--- src/rtl/ro_display_top.sv ---
// Ring-oscillator display controller: measures ring_out frequency and stress time, shows either on a 4-digit 7-seg display.
// Latency: gate-end latch to display 1 cycle; input synchronisers add 2-3 cycles; seg/an/led0 are registered.
// Backpressure: none; free-running counters, the display refreshes continuously.
module ro_display_top #(
  parameter int GATE_CYCLES    = 50000,
  parameter int REFRESH_CYCLES = 50000,
  parameter int SEC_CYCLES     = 50000000
) (
  input  logic fpga_clk1,
  input  logic rst,
  input  logic Mode,
  input  logic Stress,
  input  logic ring_out,
  output logic seg0,
  output logic seg1,
  output logic seg2,
  output logic seg3,
  output logic seg4,
  output logic seg5,
  output logic seg6,
  output logic dp,
  output logic an0,
  output logic an1,
  output logic an2,
  output logic an3,
  output logic led0
);

  localparam int GW = (GATE_CYCLES    > 1) ? $clog2(GATE_CYCLES)    : 1;
  localparam int RW = (REFRESH_CYCLES > 1) ? $clog2(REFRESH_CYCLES) : 1;
  localparam int SW = (SEC_CYCLES     > 1) ? $clog2(SEC_CYCLES)     : 1;

  localparam logic [GW-1:0] GATE_LAST    = GW'(GATE_CYCLES - 1);
  localparam logic [RW-1:0] REFRESH_LAST = RW'(REFRESH_CYCLES - 1);
  localparam logic [SW-1:0] SEC_LAST     = SW'(SEC_CYCLES - 1);

  // synchroniser stages
  logic r_ring_s1, r_ring_s2, r_ring_s3;
  logic r_mode_s1, r_mode_s2;
  logic r_stress_s1, r_stress_s2;

  // measurement and timer state
  logic [GW-1:0] r_gate_cnt;
  logic [15:0]   r_edge_cnt;
  logic [15:0]   r_freq_latch;
  logic [SW-1:0] r_sec_pre;
  logic [15:0]   r_stress_sec;

  // display multiplexer state
  logic [RW-1:0] r_ref_cnt;
  logic [1:0]    r_dig;
  logic [6:0]    r_seg;   // {g,f,e,d,c,b,a}, active-low
  logic [3:0]    r_an;
  logic          r_led;

  logic          w_rise;
  logic          w_gate_end;
  logic [15:0]   w_edge_next;
  logic [15:0]   w_disp;
  logic [3:0]    w_nib;
  logic [6:0]    w_seg_dec;
  logic [3:0]    w_an_dec;

  // Bring the asynchronous ring and the slow user inputs into the clock domain.
  always_ff @(posedge fpga_clk1) begin
    if (rst) begin
      r_ring_s1   <= 1'b0;
      r_ring_s2   <= 1'b0;
      r_ring_s3   <= 1'b0;
      r_mode_s1   <= 1'b0;
      r_mode_s2   <= 1'b0;
      r_stress_s1 <= 1'b0;
      r_stress_s2 <= 1'b0;
    end else begin
      r_ring_s1   <= ring_out;
      r_ring_s2   <= r_ring_s1;
      r_ring_s3   <= r_ring_s2;
      r_mode_s1   <= Mode;
      r_mode_s2   <= r_mode_s1;
      r_stress_s1 <= Stress;
      r_stress_s2 <= r_stress_s1;
    end
  end

  assign w_rise     = r_ring_s2 & ~r_ring_s3;
  assign w_gate_end = (r_gate_cnt == GATE_LAST);
  // A rise on the gate-end cycle still belongs to the closing window.
  assign w_edge_next = (w_rise && (r_edge_cnt != 16'hFFFF)) ? r_edge_cnt + 16'd1 : r_edge_cnt;

  // Gate window timer plus saturating edge counter; latch the count at window end.
  always_ff @(posedge fpga_clk1) begin
    if (rst) begin
      r_gate_cnt   <= '0;
      r_edge_cnt   <= '0;
      r_freq_latch <= '0;
    end else begin
      r_gate_cnt <= w_gate_end ? '0 : r_gate_cnt + 1'b1;
      if (w_gate_end) begin
        r_freq_latch <= w_edge_next;
        r_edge_cnt   <= '0;
      end else begin
        r_edge_cnt <= w_edge_next;
      end
    end
  end

  // Stress seconds: prescaler and seconds counter both freeze while Stress is low.
  always_ff @(posedge fpga_clk1) begin
    if (rst) begin
      r_sec_pre    <= '0;
      r_stress_sec <= '0;
    end else if (r_stress_s2) begin
      if (r_sec_pre == SEC_LAST) begin
        r_sec_pre    <= '0;
        r_stress_sec <= r_stress_sec + 16'd1;
      end else begin
        r_sec_pre <= r_sec_pre + 1'b1;
      end
    end
  end

  // Digit refresh timer; advances the active digit at each terminal count.
  always_ff @(posedge fpga_clk1) begin
    if (rst) begin
      r_ref_cnt <= '0;
      r_dig     <= 2'd0;
    end else if (r_ref_cnt == REFRESH_LAST) begin
      r_ref_cnt <= '0;
      r_dig     <= r_dig + 2'd1;
    end else begin
      r_ref_cnt <= r_ref_cnt + 1'b1;
    end
  end

  assign w_disp   = r_mode_s2 ? r_stress_sec : r_freq_latch;
  assign w_nib    = w_disp[{r_dig, 2'b00} +: 4];
  assign w_an_dec = ~(4'b0001 << r_dig);

  // Hex nibble to active-low {g,f,e,d,c,b,a}.
  always_comb begin
    w_seg_dec = 7'b1111111;
    case (w_nib)
      4'h0: w_seg_dec = 7'b1000000;
      4'h1: w_seg_dec = 7'b1111001;
      4'h2: w_seg_dec = 7'b0100100;
      4'h3: w_seg_dec = 7'b0110000;
      4'h4: w_seg_dec = 7'b0011001;
      4'h5: w_seg_dec = 7'b0010010;
      4'h6: w_seg_dec = 7'b0000010;
      4'h7: w_seg_dec = 7'b1111000;
      4'h8: w_seg_dec = 7'b0000000;
      4'h9: w_seg_dec = 7'b0010000;
      4'hA: w_seg_dec = 7'b0001000;
      4'hB: w_seg_dec = 7'b0000011;
      4'hC: w_seg_dec = 7'b1000110;
      4'hD: w_seg_dec = 7'b0100001;
      4'hE: w_seg_dec = 7'b0000110;
      4'hF: w_seg_dec = 7'b0001110;
      default: w_seg_dec = 7'b1111111;
    endcase
  end

  // Register pad-facing outputs so they are glitch-free.
  always_ff @(posedge fpga_clk1) begin
    if (rst) begin
      r_seg <= 7'b1000000;
      r_an  <= 4'b1110;
      r_led <= 1'b0;
    end else begin
      r_seg <= w_seg_dec;
      r_an  <= w_an_dec;
      r_led <= r_stress_s2;
    end
  end

  assign seg0 = r_seg[0];
  assign seg1 = r_seg[1];
  assign seg2 = r_seg[2];
  assign seg3 = r_seg[3];
  assign seg4 = r_seg[4];
  assign seg5 = r_seg[5];
  assign seg6 = r_seg[6];
  assign dp   = 1'b1;
  assign an0  = r_an[0];
  assign an1  = r_an[1];
  assign an2  = r_an[2];
  assign an3  = r_an[3];
  assign led0 = r_led;

endmodule

--- config.mk ---
export PLATFORM = sky130hd
export DESIGN_NAME = ro_display_top
export DESIGN_NICKNAME = d
export VERILOG_FILES = /design/src/rtl/ro_display_top.sv
export SDC_FILE = /design/constraint.sdc
export NUM_CORES = 1
export LEC_CHECK = 0
export CORE_MARGIN = 3
export CORE_UTILIZATION = 35
export CTS_CLUSTER_SIZE = 10
export DETAILED_ROUTE_END_ITERATION = 6
export DONT_BUFFER_PORTS = 1
export GPL_TIMING_DRIVEN = 0
export PLACE_DENSITY = 0.46
export SYNTH_ARGS = -nofsm -noshare
export SYNTH_HDL_FRONTEND = slang
export SYNTH_SLANG_ARGS = --single-unit
--- constraint.sdc ---
create_clock -name fpga_clk1 -period 2.9 [get_ports fpga_clk1]
set_input_delay 0.58 -clock fpga_clk1 [delete_from_list [all_inputs] [get_ports fpga_clk1]]
set_output_delay 0.58 -clock fpga_clk1 [all_outputs]
set_load 0.1 [all_outputs]
==> flow_summary.ini <==
[status]
status = finished, final reports clean

[global_routing]
grt_pass1_wl_mm = 20.3
overflow = 0
antenna_found_initial = 0
track_usage_pct = 14.3
grt_max_degree = 17
grt_pass1_vias = 4010

[timing]
rsz0062_at_grt = no
worst_clock_skew_ns = 0.00748
slew-limit-headroom_pct = 7.38
fin_crit_ns = 2.68
finalCritPeriodShare_pct = 92.4
clock.fmax_ghz = 0.373
setup-tns-final_ns = 0
worst_pin_slew_ns = 1.38
setup_viol = 0
hold_viol_final = 0
finalMaxSlewViolations = 0

[cts]
cts_sinks = 127
cts-root-buf = clkbuf_16
clkLatencyLatePin_ns = 0.42
cts_setup_buffers = 0
htreeDepth = 4
numCtsBuffers = 17
clkTransAtPathRegs_ns = 0.06
cts_tree = yes
clockBufferDepth = 2

[yosys]
synthDistinctLibCells = 56
synth_seq_cells = 127
synthesis.area_sq_mm = 0.00571
yosys_warnings = 0
synth_edf_count = 0
syn_avg_cell_area_sq_um = 9.12
yosysTopAreaCell = dfxtp_1
synth_fp_nets = 646
syn_inst = 626
yosysSeqAreaShare_pct = 44.6
synth.top_cell.area_share_pct = 44.6
synthFlopType = dfxtp_1
yosysMostFrequentCell = dfxtp_1
async_flop_share_pct = 0
yosys-top-cells-area = dfxtp_1 45%, nor2_1 6.8%, xor2_1 6.1%
ys_top_cells_by_count = 127 x dfxtp_1, 103 x nor2_1, 41 x nand2_1

[detailed_routing]
top_layer = met4
firstDrtPassIters = 4
drc = 0
wl_met1_mm = 6.23
dr_wl_met2_mm = 5.57
routed_wl_mm = 12.5
postRouteAntennaNets = 0
viasPerCell = 5.04
wl_per_cell_um = 14.3
num_vias = 4403
wl_met3_um = 386
drt_iter0_drc = 231

[floorplan]
start_util_pct = 35.8
io_pins = 18
rows = 46
die_w_um = 134
core_area_sq_mm = 0.0159
dieArea_sq_mm = 0.0179
fp.dieH_um = 134

[worst_hold_path]
hp-class = in -> reg
holdPathStages = 1

[power_and_ir_drop]
p_per_area_mw_per_mm2 = 621
ir_drop_uv = 402
leakage_nw = 2.39
power_w = 0.00411

[critical_path]
critPathRequiredTime_ns = 3.20
reg2reg_depth = 9
critical_path_arrival_ns = 2.98
critical_path_class = reg -> reg
start_kind = register
cp_max_fo = 10
crit_path_end_kind = register

[layout]
fin_nets = 665
fill_cells = 1586
fin_area_sq_mm = 0.00661
fin_cells = 874
drive_gt1_share_pct = 9.27
syn_to_final_growth_pct = 15.9
antenna_cells = 0

[placement]
port_buffers = 0
dp_hpwl_mm = 9.04
placed_cell_area_sq_mm = 0.00598
placedCellCount = 842
gp_congestion = 0.885

[run]
drv_cap = 0
## per-stage QoR
stage | setup slack (ns) | hold slack (ns) | util, %
floorplan | 0.426 | 0.414 | -
CTS | 0.0729 | 0.272 | 41.5
global route | 0.0219 | 0.278 | 41.5
global placement | 0.101 | 0.416 | 37.5
finish | 0.221 | 0.289 | 41.5
detailed placement | 0.0891 | 0.430 | 37.5
## final timing paths
check,start,end,slack (ns)
max,r_dig[0],r_seg[0],0.22
min,Mode,r_mode_s1,0.29
min reg2reg,r_mode_s1,r_mode_s2,0.44
max reg2reg,r_dig[0],r_seg[0],0.22
## metal layers
metal / global-route usage [%] / vias up
met5: 0 / -
met1: 19.4 / 2071
met2: 21.6 / 72
met4: 6.80 / 0
li1: - / 2240
met3: 3.44 / 20
## cells in the final DEF (no fill, tap or decap), types with 13 or more instances in the layout
master,Yosys,layout
ha_1,15,15
nand2_1,41,41
inv_1,15,15
nand3_1,23,23
nand4_1,28,28
mux2i_1,14,13
clkbuf_16,0,17
xor2_1,40,40
or3_1,14,14
and3_1,13,13
dfxtp_1,127,127
xnor2_1,27,27
a21oi_1,30,30
nor2_1,103,103
o21ai_0,24,24
## registers in the layout, summed over array words and instances, names as in the netlist, 2 cells and up
name          cells
r_edge_cnt       16
r_an              4
r_stress_sec     16
r_freq_latch     16
r_ref_cnt        16
r_dig             2
r_sec_pre        26
r_seg             7
r_gate_cnt       16
## timing repair
item,4_1_cts,5_1_grt
setup endpoints to repair,0,1
gates resized for setup,0,1
hold buffers,0,0
## final cells by class
type	count	area [sq um]	area share, %
buffer	21	124	1.87
clock inverter	13	189	2.86
multi-input combinational	462	2980	45.1
clock buffer	19	443	6.70
tap	216	270	4.09
inverter	16	60.1	0.908
sequential	127	2540	38.4
## worst max-delay path, cell delays in order (launching register included)
cell and delay [ns]:
dfxtp_1 0.40, buf_2 0.28, mux4_2 0.54, mux2i_2 0.34, inv_1 0.11, ha_1 0.24
nand2_1 0.07, inv_1 0.09, a32o_1 0.22, a211o_1 0.26
## cell families (layout without fill, tap and decap cells)
| kind of cell | count (synthesis) | after routing | share of synthesized area [%] |
|---|---|---|---|
| flops | 127 | 127 | 44.6 |
| xor+xnor | 67 | 67 | 10.3 |
| fa+ha+maj | 15 | 15 | 3.29 |
| simple gates | 279 | 279 | 25.3 |
| compound gates | 78 | 78 | 8.07 |
| mux | 22 | 22 | 5.22 |
| buf+inv | 37 | 69 | 3.22 |
| other cells | 1 | 1 | 0.0657 |
## where the power goes
group | leakage, nW | switching (W) | total (W) | internal [W]
registers | 1.03 | 0.0000130 | 0.00177 | 0.00176
clock network | 0.303 | 0.000794 | 0.00226 | 0.00146
logic | 1.06 | 0.0000509 | 0.0000758 | 0.0000249
Note: power is estimated with default switching activity, not from simulation.
